`config.mk`:
```
export PLATFORM = sky130hd
export DESIGN_NAME = radix16_serial_multiplier
export DESIGN_NICKNAME = d
export VERILOG_FILES = /design/src/rtl/radix16_serial_multiplier.sv
export SDC_FILE = /design/constraint.sdc
export NUM_CORES = 1
export LEC_CHECK = 0
export BUFFER_PORTS_ARGS = -buffer_cell sky130_fd_sc_hd__buf_2
export CAP_MARGIN = 0
export CORE_UTILIZATION = 52
export CTS_BUF_LIST = sky130_fd_sc_hd__clkbuf_4
export DETAILED_ROUTE_END_ITERATION = 10
export PLACE_DENSITY = 0.72
export SETUP_SLACK_MARGIN = 0.3
export SYNTH_ARGS = -nofsm -noshare
export SYNTH_HDL_FRONTEND = slang
export SYNTH_HIERARCHICAL = 1
export SYNTH_SLANG_ARGS = --single-unit
```
`constraint.sdc`:
```
create_clock -name clk -period 5.6 [get_ports clk]
set_clock_uncertainty 0.1 [all_clocks]
set_input_delay 0 -clock clk [delete_from_list [all_inputs] [get_ports clk]]
set_output_delay 0 -clock clk [all_outputs]
set_load 0.05 [all_outputs]
```
`src/rtl/radix16_serial_multiplier.sv`:
```
// radix16_serial_multiplier: sequential n x n unsigned multiplier that
// consumes one radix-16 digit of A per clock, LSB digit first, and
// accumulates digit*B partial products into a 2n-bit product.
// Optional build macro: RADIX16_ZERO_SHORTCUT_EN. When defined, a zero
// operand completes directly from IDLE without running the digit loop.

// Combinational 4 x n unsigned partial-product generator.
module Multiplier_4xN #(
  parameter int n = 16
) (
  input  logic [3:0]   a,
  input  logic [n-1:0] b,
  output logic [n+3:0] p
);
  logic [n+3:0] a_ext;
  logic [n+3:0] b_ext;

  assign a_ext = {{n{1'b0}}, a};
  assign b_ext = {4'b0000, b};
  assign p     = a_ext * b_ext;
endmodule

module radix16_serial_multiplier #(
  parameter int n = 16
) (
  input  logic           clk,
  input  logic           rst,
  input  logic           start,
  input  logic [n-1:0]   A,
  input  logic [n-1:0]   B,
  output logic           busy,
  output logic           done,
  output logic [2*n-1:0] P
);
  localparam int D     = n / 4;
  localparam int CNT_W = (D > 1) ? $clog2(D) : 1;
  localparam logic [CNT_W-1:0] LAST = CNT_W'(D - 1);

  typedef enum logic [1:0] {S_IDLE, S_RUN, S_DONE} state_t;

  state_t           state_q, state_d;
  logic [n-1:0]     a_sh_q, a_sh_d;
  logic [n-1:0]     b_r_q, b_r_d;
  logic [2*n-1:0]   acc_q, acc_d;
  logic [CNT_W-1:0] cnt_q, cnt_d;
  logic [2*n-1:0]   p_q, p_d;

  logic [n+3:0]     pp;
  logic [n+3:0]     sum;
  logic [2*n-1:0]   acc_step;
  logic             zero_short;

  Multiplier_4xN #(.n(n)) u_mul (
    .a(a_sh_q[3:0]),
    .b(b_r_q),
    .p(pp)
  );

  // Upper half of acc plus the n+4-bit partial product always fits in
  // n+4 bits, so the carry out of the add lands in the top digit.
  assign sum      = {4'b0000, acc_q[2*n-1:n]} + pp;
  assign acc_step = {sum, acc_q[n-1:4]};

`ifdef RADIX16_ZERO_SHORTCUT_EN
  assign zero_short = (A == '0) || (B == '0);
`else
  assign zero_short = 1'b0;
`endif

  // Next-state and datapath update for the IDLE/RUN/DONE sequencer.
  always_comb begin
    state_d = state_q;
    a_sh_d  = a_sh_q;
    b_r_d   = b_r_q;
    acc_d   = acc_q;
    cnt_d   = cnt_q;
    p_d     = p_q;
    case (state_q)
      S_IDLE: begin
        if (start) begin
          a_sh_d = A;
          b_r_d  = B;
          acc_d  = '0;
          cnt_d  = '0;
          if (zero_short) begin
            p_d     = '0;
            state_d = S_DONE;
          end else begin
            state_d = S_RUN;
          end
        end
      end
      S_RUN: begin
        acc_d  = acc_step;
        a_sh_d = a_sh_q >> 4;
        cnt_d  = cnt_q + CNT_W'(1);
        if (cnt_q == LAST) begin
          p_d     = acc_step;
          state_d = S_DONE;
        end
      end
      S_DONE: begin
        state_d = S_IDLE;
      end
      default: begin
        state_d = S_IDLE;
      end
    endcase
  end

  // Control, accumulator and result registers with synchronous reset.
  always_ff @(posedge clk) begin
    if (rst) begin
      state_q <= S_IDLE;
      acc_q   <= '0;
      cnt_q   <= '0;
      p_q     <= '0;
    end else begin
      state_q <= state_d;
      acc_q   <= acc_d;
      cnt_q   <= cnt_d;
      p_q     <= p_d;
    end
  end

  // Operand registers are always reloaded on acceptance, so no reset.
  always_ff @(posedge clk) begin
    a_sh_q <= a_sh_d;
    b_r_q  <= b_r_d;
  end

  assign busy = (state_q != S_IDLE);
  assign done = (state_q == S_DONE);
  assign P    = p_q;
endmodule
```
# == Word-level counts from Yosys, hierarchy flattened ==
# Cells that the tools add are included.
# classes
n_mux,9
add_sub_neg,2
eq_ne,5
n_reduce_logical,7
n_mul,1
# ops
operator,count
one-hot mux 32 bit (2 select lines),1
2-to-1 mux 32 bit,1
one-hot mux 16 bit (2 select lines),1
adder 16 x 20 -> 20 bit,1
multiplier 4 x 16 -> 20 bit,1
2-to-1 mux 16 bit,1
one-hot mux 2 bit (2 select lines),2
AND reduction 2 bit,4
2-to-1 mux 2 bit,3
"== test 2 bit, second input constant",2
"inequality test 2 bit, second input constant",2
nonzero test 2 bit,2
"adder 2 x 1 -> 2 bit, second input constant",1
"== test 2 x 1 -> 1 bit, second input constant",1
logical NOT 2 bit,1
# word_totals
ff_bits,100
elab_cells,30

# == Logic depth before layout (Yosys ltp) ==
# depth
ltp_word,3
ltp_mapped,21
ltp_nobuf,20

# == Hierarchy ==
# The synthesis kept the hierarchy.
# by_module_without_submodules
mod,area_each_um2,seq_area_each_um2,instances,cells_per_inst
radix16_serial_multiplier,4383.0,2242.2,1,462
Multiplier_4xN,2044.5,0.0,1,264

# == Least setup slack after synthesis ==
# Ideal clock, no wire load.
# synth_path
path_type,register to register
from,register a_sh_q[3]
to,"register p_q[31], in the netlist P[31]"
arrival_ps,4650
path_slack_ps,718
required_time_ps,5368
path_stages_with_launch,22
setup_time_ps,132
n_path_buf,1
cell_sequence,edfxtp_1 clkbuf_1 nand2_1 fa_1 inv_1 fa_1 inv_1 fa_1 nand2b_1 a21oi_1 a21oi_2 o21ai_1 a31oi_1 xnor2_1 ha_1 nand2_1 or2_2 a21boi_0 o21bai_1 and3_2 mux2i_1 o32ai_1
# synth_between
elab_chain_len,2
# synth_rtl
item,line_no,text
from (decl),42,"logic [n-1:0] a_sh_q, a_sh_d;"
from (signal assigned),128,a_sh_q <= a_sh_d;
multiplier 4 x 16 -> 20 bit,20,assign p = a_ext * b_ext;
net pp[14],48,logic [n+3:0] pp;
adder 16 x 20 -> 20 bit,61,"assign sum = {4'b0000, acc_q[2*n-1:n]} + pp;"
to (signal assigned),122,p_q <= p_d;
to (decl),46,"logic [2*n-1:0] p_q, p_d;"
# The timed path passes the listed nets, and every way through them passes these cells.
# A chain may end at the register's enable or synchronous reset.

# == Worst setup path after layout ==
# layout_path
from,register a_sh_q[3]
to,register acc_q[31]
# layout_between
elab_chain_len,3
# layout_rtl
item,line_no,text
multiplier 4 x 16 -> 20 bit,20,
net pp[12],48,
adder 16 x 20 -> 20 bit,61,
one-hot mux 32 bit (2 select lines),78,case (state_q)
to (signal assigned),115,acc_q <= '0;
to (signal assigned),120,acc_q <= acc_d;
to (decl),44,"logic [2*n-1:0] acc_q, acc_d;"
# The timed path passes the listed nets, and every way through them passes these cells.

==> impl_metrics.py <==
metrics = {
    "die": {
        "core_area_sq_um": 12000,
        "die_area_sq_um": 12800,
        "die_x_microns": 113,
        "die_y_microns": 113,
        "num_rows": 40,
        "ios": 69,
        "initial_core_util": 0.535,
    },
    "final_layout": {
        "layout.nets": 927,
        "syn_to_final_growth_pct": 14.8,
        "finalInstanceArea_sq_um": 7380,
        "seqCellArea_sq_um": 2240,
        "multiInputGateArea_sq_um": 3810,
        "final_common_cell": "nand2_1",
        "final_core_util": 0.614,
        "final.fill_count": 1056,
        "final_cell_mix": "nand2_1 (121), buf_2 (68), dfxtp_1 (64)",
        "layout-drive-gt1-share": 0.158,
        "insertedDiodeCount": 0,
    },
    "logic_synthesis": {
        "synth_cell_types": 68,
        "synthesis.area_sq_um": 6430,
        "synth-edff-count": 32,
        "async_flop_share": 0,
        "ys_ff_latch": 96,
        "syn_inst": 726,
        "ys.flop_type": "dfxtp_1",
        "ys.warnings.count": 6,
        "seq_area_frac_synth": 0.349,
        "syn_avg_cell_area_sq_um": 8.85,
        "synth.net_count": 831,
    },
    "timing": {
        "finalHoldViolCount": 0,
        "fin_crit_ps": 4990,
        "min_period_over_period": 0.891,
        "rsz0062_at_grt": "yes",
        "tns_ps": 0,
        "finalSetupViolCount": 0,
        "fmax_mhz": 200,
        "slew_headroom": 0.263,
        "drv_slew": 0,
        "tightest_slew_ps": 1100,
    },
    "cts": {
        "cts-buffers-inserted": 9,
        "htreeDepth": 3,
        "cts_tree": "built",
        "clock-sinks": 96,
        "clockBufferDepth": 2,
        "clock-root-buffer": "clkbuf_4",
        "insertion_delay_ps": 500,
        "clk_pin_slew_ps": 190,
    },
    "worst_setup_path": {
        "critPathRequiredTime_ps": 5930,
        "critPathCaptureType": "flip-flop",
        "path_cells": "buf_4 > and2_1 > fa_1 > inv_1 > fa_1 > inv_1 > ha_1 > a21oi_2 > o21ai_1 > a21oi_2 > o21ai_1 > xor2_1 > ha_1 > nand2_1 > or3_1 > a21oi_1 > o21ai_0 > a32o_1",
        "slowest_delay_ps": 540,
        "critPathLaunchType": "flip-flop",
        "path_class": "flip-flop to flip-flop",
        "slowest_stage": "fa_1",
        "arrival_ps": 5320,
        "cpLargestDelayFamily": "adder cells",
        "path_buf_inv": 3,
        "cp_max_fo": 9,
    },
    "global_route": {
        "grt_use_met1": 0.301,
        "grt_use_met2": 0.430,
        "grt_pass1_vias": 5184,
        "grt_max_degree": 58,
        "grt_usage": 0.241,
        "antenna_found_initial": 0,
        "global_route.peak_usage_layer": "met2",
        "grtUsageMet3": 0.0386,
        "grt_overflow": 0,
        "grt_pass1_wl_microns": 24400,
    },
    "placed_design": {
        "port_buffers": 68,
        "postPlaceCellArea_sq_um": 6790,
        "place.gp.congestion": 0.842,
        "dpl.hpwl_microns": 10700,
    },
    "routing": {
        "num_vias": 5363,
        "drc_errors": 0,
        "avgViaCountPerCell": 5.51,
        "wl_microns": 15100,
        "drt-wirelength-per-cell_microns": 15.5,
        "drt_pass1_iterations": 5,
        "antenna_left": 0,
        "drtIter0Drc": 253,
    },
    "power": {
        "leakagePower_uw": 0.00329,
        "ir_drop_v": 0.000217,
        "power.density_nw_per_um2": 383,
    },
    "status": {
        "outcome": "complete, no violations",
    },
    "run": {
        "maxCapViolations": 0,
    },
    "worst_hold_path": {
        "min_path_type": "input port to flip-flop",
    },
}
where the power goes:
part           internal, uW  total (uW)  switching [uW]
combinational           620        1610             989
sequential              787         831            43.8
clock                   108         387             279
stage by stage:
step                      total power (uW)  hold WS [ps]  setup slack, ps  std cells
final                                 2830           117              608        974
after global routing                  3050          99.0              285        974
after CTS                             2780          91.3              354        970
after detailed placement              2370          78.3              277        915
after global placement                2340          75.8              443        915
after floorplan                       2070         -1.13              718        726
Yosys cell counts, types with 3 or more instances:
cell / number / share of area
a211oi_1: 5 / 0.0058
nor3b_1: 3 / 0.0035
or3_1: 6 / 0.0058
inv_1: 60 / 0.035
a31oi_1: 4 / 0.0039
a21oi_1: 64 / 0.050
a21o_1: 6 / 0.0070
o21bai_1: 3 / 0.0035
o21ai_0: 22 / 0.017
buf_1: 5 / 0.0029
a21oi_2: 5 / 0.0068
o211a_1: 3 / 0.0047
ha_1: 41 / 0.080
a22oi_1: 12 / 0.014
edfxtp_1: 32 / 0.15
a22o_1: 4 / 0.0055
clkbuf_1: 14 / 0.0082
a32o_1: 3 / 0.0047
nor2b_1: 6 / 0.0058
nand4_1: 5 / 0.0049
nand3_1: 12 / 0.0093
fa_1: 29 / 0.090
o31ai_1: 3 / 0.0035
xnor2_1: 19 / 0.026
clkbuf_8: 5 / 0.011
nor3_1: 4 / 0.0031
a211o_1: 3 / 0.0041
nand2b_1: 7 / 0.0068
nand2_1: 121 / 0.071
xor2_1: 10 / 0.014
nor2_1: 43 / 0.025
o21ai_1: 4 / 0.0031
and3_2: 3 / 0.0035
and2_1: 56 / 0.055
dfxtp_1: 64 / 0.20
kinds of logic after synthesis:
group,count (synthesis),share of synthesized area
simple gates,278,0.208
compound gates,162,0.167
flops,96,0.349
buf+inv,90,0.0644
fa+ha+maj,70,0.170
xor+xnor,29,0.0395
mux,1,0.00156
layer usage:
metal	part of all wire	routed length [microns]
met1	0.44	6680
met2	0.51	7720
met3	0.030	459
met4	0.014	213
met5	0	0
registers in the layout, indices dropped and copies added, names as in the netlist:
signal,flops
P,32
a_sh_q,16
acc_q,28
cnt_q,2
b_r_q,16
state_q,2
path summary, 6_finish.rpt:
path	from	to	slack (ps)	cells after the start
worst max register to register	a_sh_q[3]	acc_q[31]	610	18
worst min register to register	P[23]	P[23]	360	2
worst min-delay path	B[11]	b_r_q[11]	120	2
worst max-delay path	a_sh_q[3]	acc_q[31]	610	18
layout make-up:
type / count / share of cell area
clock buffer: 10 / 0.0102
tap: 147 / 0.0249
multi-input combinational: 540 / 0.517
clock inverter: 6 / 0.00831
inverter: 60 / 0.0305
sequential: 96 / 0.304
timing repair buffer: 115 / 0.106
what timing repair did:
item | 4_1_cts | 5_1_grt
hold buffers | 34 | 0
gates resized for setup | 0 | 11
setup buffers | 5 | 4
pin swaps | 0 | 2
endpoints found under the setup margin | 2 | 13
hold endpoints to repair | 62 | 0
worst reg2reg max path, cell delays in order, from the launching register on:
cell and delay [ps]:
edfxtp_1 440, buf_4 170, and2_1 150, fa_1 540, inv_1 60, fa_1 520, inv_1 40, ha_1 360
a21oi_2 210, o21ai_1 100, a21oi_2 170, o21ai_1 130, xor2_1 170, ha_1 460, nand2_1 270, or3_1 450
a21oi_1 190, o21ai_0 120, a32o_1 290
Note: power is estimated with default switching activity, not from simulation.
